File: src/rtl/inst_fetch_ctrl.sv
// Instruction fetch sequencer: owns the fetch PC, drives a combinational
// instruction memory, buffers fetched words with their PCs in a small
// prefetch FIFO and hands them to decode over valid/ready. Redirects flush
// the FIFO and restart fetching. Misaligned or out-of-range PCs park the
// controller in an error state until a legal redirect or reset.
module inst_fetch_ctrl #(
  parameter int unsigned               MEM_ADDR_WIDTH = 32,
  parameter int unsigned               INST_WIDTH     = 32,
  parameter int unsigned               INST_MEM_SIZE  = 1024,
  parameter logic [MEM_ADDR_WIDTH-1:0] RESET_PC       = '0,
  parameter int unsigned               FIFO_DEPTH     = 2
) (
  input  logic                      clk,
  input  logic                      reset,
  output logic [MEM_ADDR_WIDTH-1:0] o_mem_addr,
  input  logic [INST_WIDTH-1:0]     i_mem_data,
  input  logic                      i_redirect,
  input  logic [MEM_ADDR_WIDTH-1:0] i_redirect_pc,
  output logic                      o_inst_valid,
  output logic [INST_WIDTH-1:0]     o_inst,
  output logic [MEM_ADDR_WIDTH-1:0] o_inst_pc,
  input  logic                      i_inst_ready,
  output logic                      o_fetch_err,
  output logic [MEM_ADDR_WIDTH-1:0] o_err_pc
);

  localparam int unsigned IdxW = $clog2(FIFO_DEPTH);
  localparam int unsigned PtrW = IdxW + 1;
  // Highest legal fetch PC, held at 64 bits so the comparison never wraps.
  localparam logic [63:0] LastPc = 64'(INST_MEM_SIZE) - 64'd4;

  typedef enum logic [0:0] {
    StRun,
    StErr
  } state_e;

  state_e                      state_q, state_d;
  logic [MEM_ADDR_WIDTH-1:0]   fetch_pc_q, fetch_pc_d;
  logic [MEM_ADDR_WIDTH-1:0]   err_pc_q, err_pc_d;
  logic [PtrW-1:0]             wr_ptr_q, wr_ptr_d;
  logic [PtrW-1:0]             rd_ptr_q, rd_ptr_d;
  logic [INST_WIDTH-1:0]       data_q [FIFO_DEPTH];
  logic [MEM_ADDR_WIDTH-1:0]   pc_q   [FIFO_DEPTH];

  logic fifo_empty;
  logic fifo_full;
  logic fetch_in_range;
  logic redirect_ok;
  logic push;
  logic pop;

  // FIFO status from the wrap-bit pointer pair.
  always_comb begin
    fifo_empty = (wr_ptr_q == rd_ptr_q);
    fifo_full  = (wr_ptr_q[IdxW] != rd_ptr_q[IdxW]) &&
                 (wr_ptr_q[IdxW-1:0] == rd_ptr_q[IdxW-1:0]);
  end

  // Legality checks for the current fetch PC and for a redirect target.
  always_comb begin
    fetch_in_range = (64'(fetch_pc_q) <= LastPc);
    redirect_ok    = (i_redirect_pc[1:0] == 2'b00) && (64'(i_redirect_pc) <= LastPc);
  end

  // Handshake decode; a redirect suppresses both push and pop.
  always_comb begin
    pop  = !fifo_empty && i_inst_ready && !i_redirect;
    push = !i_redirect && (state_q == StRun) && fetch_in_range && (!fifo_full || pop);
  end

  // Next-state logic: redirect first, then per-state fetch sequencing.
  always_comb begin
    state_d    = state_q;
    fetch_pc_d = fetch_pc_q;
    err_pc_d   = err_pc_q;
    wr_ptr_d   = wr_ptr_q + PtrW'(push);
    rd_ptr_d   = rd_ptr_q + PtrW'(pop);

    if (i_redirect) begin
      wr_ptr_d = '0;
      rd_ptr_d = '0;
      if (redirect_ok) begin
        state_d    = StRun;
        fetch_pc_d = i_redirect_pc;
      end else begin
        state_d  = StErr;
        err_pc_d = i_redirect_pc;
      end
    end else begin
      unique case (state_q)
        StRun: begin
          if (!fetch_in_range) begin
            // Fetch PC ran off the end (or wrapped): stop; queued work drains.
            state_d  = StErr;
            err_pc_d = fetch_pc_q;
          end else if (push) begin
            fetch_pc_d = fetch_pc_q + MEM_ADDR_WIDTH'(4);
          end
        end
        StErr: begin
          // Fetch PC holds; only a redirect or reset leaves this state.
        end
        default: state_d = StRun;
      endcase
    end
  end

  // Control state registers.
  always_ff @(posedge clk or posedge reset) begin
    if (reset) begin
      state_q    <= StRun;
      fetch_pc_q <= RESET_PC;
      err_pc_q   <= '0;
      wr_ptr_q   <= '0;
      rd_ptr_q   <= '0;
    end else begin
      state_q    <= state_d;
      fetch_pc_q <= fetch_pc_d;
      err_pc_q   <= err_pc_d;
      wr_ptr_q   <= wr_ptr_d;
      rd_ptr_q   <= rd_ptr_d;
    end
  end

  // Prefetch storage; cleared on reset so the idle head reads as zero.
  always_ff @(posedge clk or posedge reset) begin
    if (reset) begin
      for (int i = 0; i < int'(FIFO_DEPTH); i++) begin
        data_q[i] <= '0;
        pc_q[i]   <= '0;
      end
    end else if (push) begin
      data_q[wr_ptr_q[IdxW-1:0]] <= i_mem_data;
      pc_q[wr_ptr_q[IdxW-1:0]]   <= fetch_pc_q;
    end
  end

  // Outputs; the error flag waits until decode has drained the FIFO.
  always_comb begin
    o_mem_addr   = fetch_pc_q;
    o_inst_valid = !fifo_empty;
    o_inst       = data_q[rd_ptr_q[IdxW-1:0]];
    o_inst_pc    = pc_q[rd_ptr_q[IdxW-1:0]];
    o_fetch_err  = (state_q == StErr) && fifo_empty;
    o_err_pc     = err_pc_q;
  end

endmodule
File: config.mk
export PLATFORM = sky130hd
export DESIGN_NAME = inst_fetch_ctrl
export DESIGN_NICKNAME = d
export VERILOG_FILES = /design/src/rtl/inst_fetch_ctrl.sv
export SDC_FILE = /design/constraint.sdc
export NUM_CORES = 1
export LEC_CHECK = 0
export CAP_MARGIN = 20
export CORE_MARGIN = 2
export CORE_UTILIZATION = 30
export DETAILED_ROUTE_END_ITERATION = 16
export PLACE_DENSITY = 0.57
export SETUP_SLACK_MARGIN = 0.1
export SKIP_CTS_REPAIR_TIMING = 1
export SYNTH_ARGS = -nofsm -noshare
export SYNTH_HDL_FRONTEND = slang
export SYNTH_SLANG_ARGS = --single-unit
File: constraint.sdc
create_clock -name clk -period 6.1 [get_ports clk]
set_clock_uncertainty 0.1 [all_clocks]
set_input_delay 0.915 -clock clk [delete_from_list [all_inputs] [get_ports clk]]
set_output_delay 0.915 -clock clk [all_outputs]
set_load 0.05 [all_outputs]
# == Word-level counts from Yosys, hierarchy flattened ==
# Cells that the tools add are included.
# totals
inputBits,68
regBits,197
out_inout_bits,130
wordCells,70
# op_classes
bitwise_logic,3
mux,25
n_addsub,3
magnitude_cmp,5
n_eq_ne,7
reduce_logical,18
# ops
op,n
two-way mux 32 bit,16
bitwise mux 64 bit,2
less-or-equal comparator 32 x 10 -> 1 bit (second input constant),2
adder 32 x 3 -> 32 bit (second input constant),1
demux 32 bit (select 1 bit),1
logical AND 1 bit,9
!= test 2 bit (second input constant),3
adder 2 x 1 -> 2 bit,2
>= comparator 2 bit (second input constant),2
two-way mux 1 bit,4
two-way mux 2 bit,2
NOT 1 -> 2 bit,2
AND reduction 4 bit,1
nonzero test 2 bit,2
zero test 1 bit,3
AND reduction 3 bit,1
equality test 2 bit,1
zero test 2 bit,1
less-than comparator 2 x 1 -> 1 bit (second input constant),1
!= test 2 x 1 -> 1 bit (second input constant),1
equality test 1 bit,1
logical OR 1 bit,1
!= test 1 bit,1
NOT 1 bit,1

# == Logic depth before layout (Yosys ltp) ==
# logic_depth
depth_word,10
mapped_depth,9
depth_no_buf,7

# == Worst setup path after synthesis ==
# Ideal clock, no wire load.
# synth_path
kind,input to register
from,in i_redirect
to,reg pc_q[2] (netlist name)
slack_ns,2.713
required_ns,5.875
setup_time_ns,0.125
path_buffers,3
arrival_ns,3.162
cell_stages,9
cell_sequence,buf_6 nor4_4 nand4_2 a2111oi_4 and2_1 ha_1 clkbuf_1 clkbuf_1 mux2_2
# synth_between
elab_chain_len,4
elab_cells_between_ends,6
classes_between,reduce/logical: 6
# synth_lines
element,line_no,rtl
from (decl),17,"input logic i_redirect,"
zero test 1 bit (*),"67, 68",
logical AND 1 bit (on tied branches),"68, 67",
logical AND 1 bit / logical OR 1 bit (equally long branches),68,push = !i_redirect && (state_q == StRun) && fetch_in_range && (!fifo_full || pop);
logical AND 1 bit (*),68,
"to (signal, indexed assignment)",134,pc_q[wr_ptr_q[IdxW-1:0]] <= fetch_pc_q;
to (decl),43,logic [MEM_ADDR_WIDTH-1:0] pc_q [FIFO_DEPTH];
# Every way passes the cells marked *; elsewhere a longest branch is shown, timed or not.
# A chain may end at the register's enable or synchronous reset.

# == Final worst setup path ==
# layout_path
from,reg rd_ptr_q[0]
to,out o_fetch_err
# layout_between
elab_chain_len,2
# layout_lines
element,line_no,rtl
from (decl),41,"logic [PtrW-1:0] rd_ptr_q, rd_ptr_d;"
from (signal assigned),121,rd_ptr_q <= rd_ptr_d;
equality test 2 bit,54,fifo_empty = (wr_ptr_q == rd_ptr_q);
logical AND 1 bit,144,o_fetch_err = (state_q == StErr) && fifo_empty;
to (decl),23,"output logic o_fetch_err,"
# Every way passes these cells.

==> impl_metrics.py <==
metrics = {
    "grt": {
        "grt_pass1_vias": 5977,
        "grt_max_degree": 128,
        "grt_usage": 0.148,
        "gr-total-overflow": 0,
        "antenna_found_initial": 0,
        "grt_pass1_wl_um": 35100,
    },
    "drt": {
        "dr.pass1.iters": 4,
        "vias": 5600,
        "wl_per_cell_um": 18.0,
        "drtIter0Drc": 213,
        "wirelength_um": 21900,
        "ant_nets": 0,
        "drc": 0,
        "vias_per_cell": 4.60,
    },
    "worst_hold_path": {
        "hp-class": "flip-flop to flip-flop",
        "min_from": "pc_q[18]$_DFFE_PP0P_",
        "hold_depth": 1,
    },
    "floorplanning": {
        "coreArea_um2": 28700,
        "die_h_um": 175,
        "ios": 198,
        "rows": 62,
        "die-width_um": 175,
        "start_util": 0.305,
        "die-area_um2": 30600,
    },
    "timing": {
        "maxSlewViolCount": 0,
        "min_period_ns": 3.96,
        "hold_viol": 0,
        "whs_ns": 0.404,
        "relSlewSlack": 0.280,
        "max_freq_ghz": 0.252,
        "rsz0062_at_grt": "false",
        "tightest_slew_ns": 1.08,
        "fin_crit_sh": 0.650,
        "setup_tns_ns": 0,
        "setup_viol_count_final": 0,
    },
    "logic_synthesis": {
        "postSynthNetCount": 707,
        "ys.flop_type": "dfrtp_1",
        "synth_top_area_share": 0.562,
        "yosys.cell_types.count": 41,
        "synth_area_um2": 8760,
        "yosysTopAreaCell": "dfrtp_1",
        "synth_warnings": 0,
        "async_reset_ff_frac": 1.00,
        "ys_seq_area_frac": 0.562,
        "syn_area_per_cell_um2": 13.8,
        "synth-edff-count": 0,
        "synth_cells": 635,
        "synth_area_leaders": "dfrtp_1 56%, mux2_2 25%, mux2i_1 3.3%",
        "synth-seq-cells": 197,
    },
    "critical_path": {
        "crit_path_max_fanout": 66,
        "endpoint": "o_fetch_err",
        "worstPathArrival_ns": 2.95,
        "critPathKind": "flip-flop to output port",
        "cpPeakStageDelay_ns": 1.12,
        "start_kind": "flip-flop",
        "worstRegToRegCells": 6,
        "crit_chain": "xor2_1 -> nor2_1 -> and2_1 -> clkdlybuf4s50_1",
        "timing.rr.start": "o_mem_addr[31]$_DFFE_PP0P_",
        "r2r_end": "data_q[0]$_DFFE_PP0P_",
        "cp-end-kind": "output port",
        "cp_slowest_cell": "dfrtp_4",
        "r2r_slack_ns": 2.41,
        "setup.worst_path.start": "rd_ptr_q[0]$_DFF_PP0_",
        "cp.required_ns": 5.08,
    },
    "pwr": {
        "p_switching_uw": 775,
        "power.share.clock": 0.425,
        "power.share.combinational": 0.108,
        "pwr-share-seq": 0.467,
        "powerDensity_nw_per_um2": 246,
        "power.internal_uw": 2120,
        "ir_worst_vdd_mv": 0.166,
        "sw_frac_of_total": 0.268,
        "p_leak_uw": 0.00535,
    },
    "clock_network": {
        "cts_root_buffer": "clkbuf_16",
        "clockBufferDepth": 2,
        "numCtsBuffers": 17,
        "htree_levels": 4,
        "clock_sinks": 197,
        "clkTransAtPathRegs_ns": 0.07,
        "clk_latency_ns": 0.43,
        "cts_tree": "done",
    },
    "placement": {
        "portBuffers": 197,
        "gp_congestion": 0.750,
        "placed_cells": 1186,
        "hpwl_um": 14200,
    },
    "layout": {
        "diodes": 0,
        "fin_util": 0.409,
        "fin_cells": 1218,
        "fill_cells": 2755,
        "syn2layout_area_growth_pct": 34.0,
        "drive_gt1_frac": 0.330,
        "nets": 893,
    },
    "flow_run": {
        "drv_cap": 0,
    },
    "outcome": {
        "outcome": "complete, no violations",
    },
}
layout make-up:
| cell class | count | area, um^2 | area share |
|---|---|---|---|
| inverter | 6 | 26.3 | 0.00224 |
| clock inverter | 15 | 213 | 0.0181 |
| multi-input combinational | 396 | 3640 | 0.310 |
| tap | 384 | 480 | 0.0409 |
| clock buffer | 17 | 425 | 0.0362 |
| sequential | 197 | 4930 | 0.420 |
| timing repair buffer | 203 | 2020 | 0.172 |
cells by family after synthesis:
| group | share of synthesized area |
|---|---|
| compound gates | 0.0572 |
| xor+xnor | 0.00400 |
| fa+ha+maj | 0.00571 |
| buf+inv | 0.0251 |
| flops | 0.562 |
| mux | 0.281 |
| simple gates | 0.0644 |
cell usage in the layout (no fill, tap or decap), types with 3 or more instances in the layout:
master,netlist,layout
bufinv_16,0,3
dfrtp_1,197,196
inv_6,0,3
nor2_1,43,43
inv_8,0,3
nand2_1,8,8
a21oi_2,29,29
buf_4,0,5
and2_1,24,24
mux2_2,193,193
clkdlybuf4s50_1,0,196
nor4_1,8,8
o22a_1,6,6
mux2i_1,29,29
inv_1,6,5
o21ai_0,3,3
a21oi_1,9,9
clkbuf_16,0,17
nor2b_1,3,3
nand3_1,5,5
and3_1,3,3
registers in the layout, summed over array words and instances (netlist names):
signal / count
data_q: 64
pc_q: 64
o_err_pc: 32
o_mem_addr: 32
rd_ptr_q: 2
wr_ptr_q: 2
state_q: 1
cell usage after synthesis, drive strengths merged, types with 2 or more instances:
| master | instances |
|---|---|
| ha | 4 |
| nand3 | 5 |
| a211oi | 2 |
| nor3 | 2 |
| a2bb2oi | 2 |
| a31oi | 2 |
| and3 | 4 |
| xnor2 | 2 |
| xor2 | 2 |
| nand3b | 2 |
| and2 | 24 |
| mux2 | 193 |
| nor4 | 9 |
| nor2b | 3 |
| dfrtp | 197 |
| inv | 6 |
| mux2i | 29 |
| o22a | 6 |
| clkbuf | 26 |
| buf | 10 |
| nand4 | 3 |
| nor2 | 44 |
| o21ai | 4 |
| a21oi | 38 |
| nand2 | 8 |
stage by stage:
step                setup slack [ns]  power (uW)  area (um^2)
floorplan                       2.54        1560         8770
detailed placement              2.02        1690        11100
global placement                2.11        1690        11100
finish                          2.14        2890        11700
global route                    1.91        3010        11700
CTS                             2.02        2950        11700
power groups by stage:
| stage | clock network (uW) | logic, uW | registers, uW |
|---|---|---|---|
| floorplan | 0 | 87.5 | 1470 |
| global placement | 0 | 317 | 1370 |
| detailed placement | 0 | 317 | 1380 |
| CTS | 1280 | 318 | 1350 |
| global route | 1330 | 334 | 1350 |
| finish | 1230 | 313 | 1350 |
how the worst min path moves through the flow:
stage,end,slack (ns)
finish,pc_q[18]$_DFFE_PP0P_,0.40
global route,data_q[13]$_DFFE_PP0P_,0.42
CTS,pc_q[5]$_DFFE_PP0P_,0.41
detailed placement,pc_q[23]$_DFFE_PP0P_,0.39
global placement,data_q[21]$_DFFE_PP0P_,0.38
floorplan,data_q[1]$_DFFE_PP0P_,0.37
critical path: cells and delay by family (launching register included):
family | cells | cell delay (ns)
flip-flops | 1 | 1.12
buffers and inverters | 1 | 0.86
AND/OR/NAND/NOR | 2 | 0.37
XOR/XNOR | 1 | 0.17
per-layer routing:
metal | track usage | share of wire
met5 | 0 | 0
met1 | 0.200 | 0.47
met2 | 0.241 | 0.49
met3 | 0.0361 | 0.040
met4 | 0.0302 | 0.0071
Note: power is estimated with default switching activity, not from simulation.
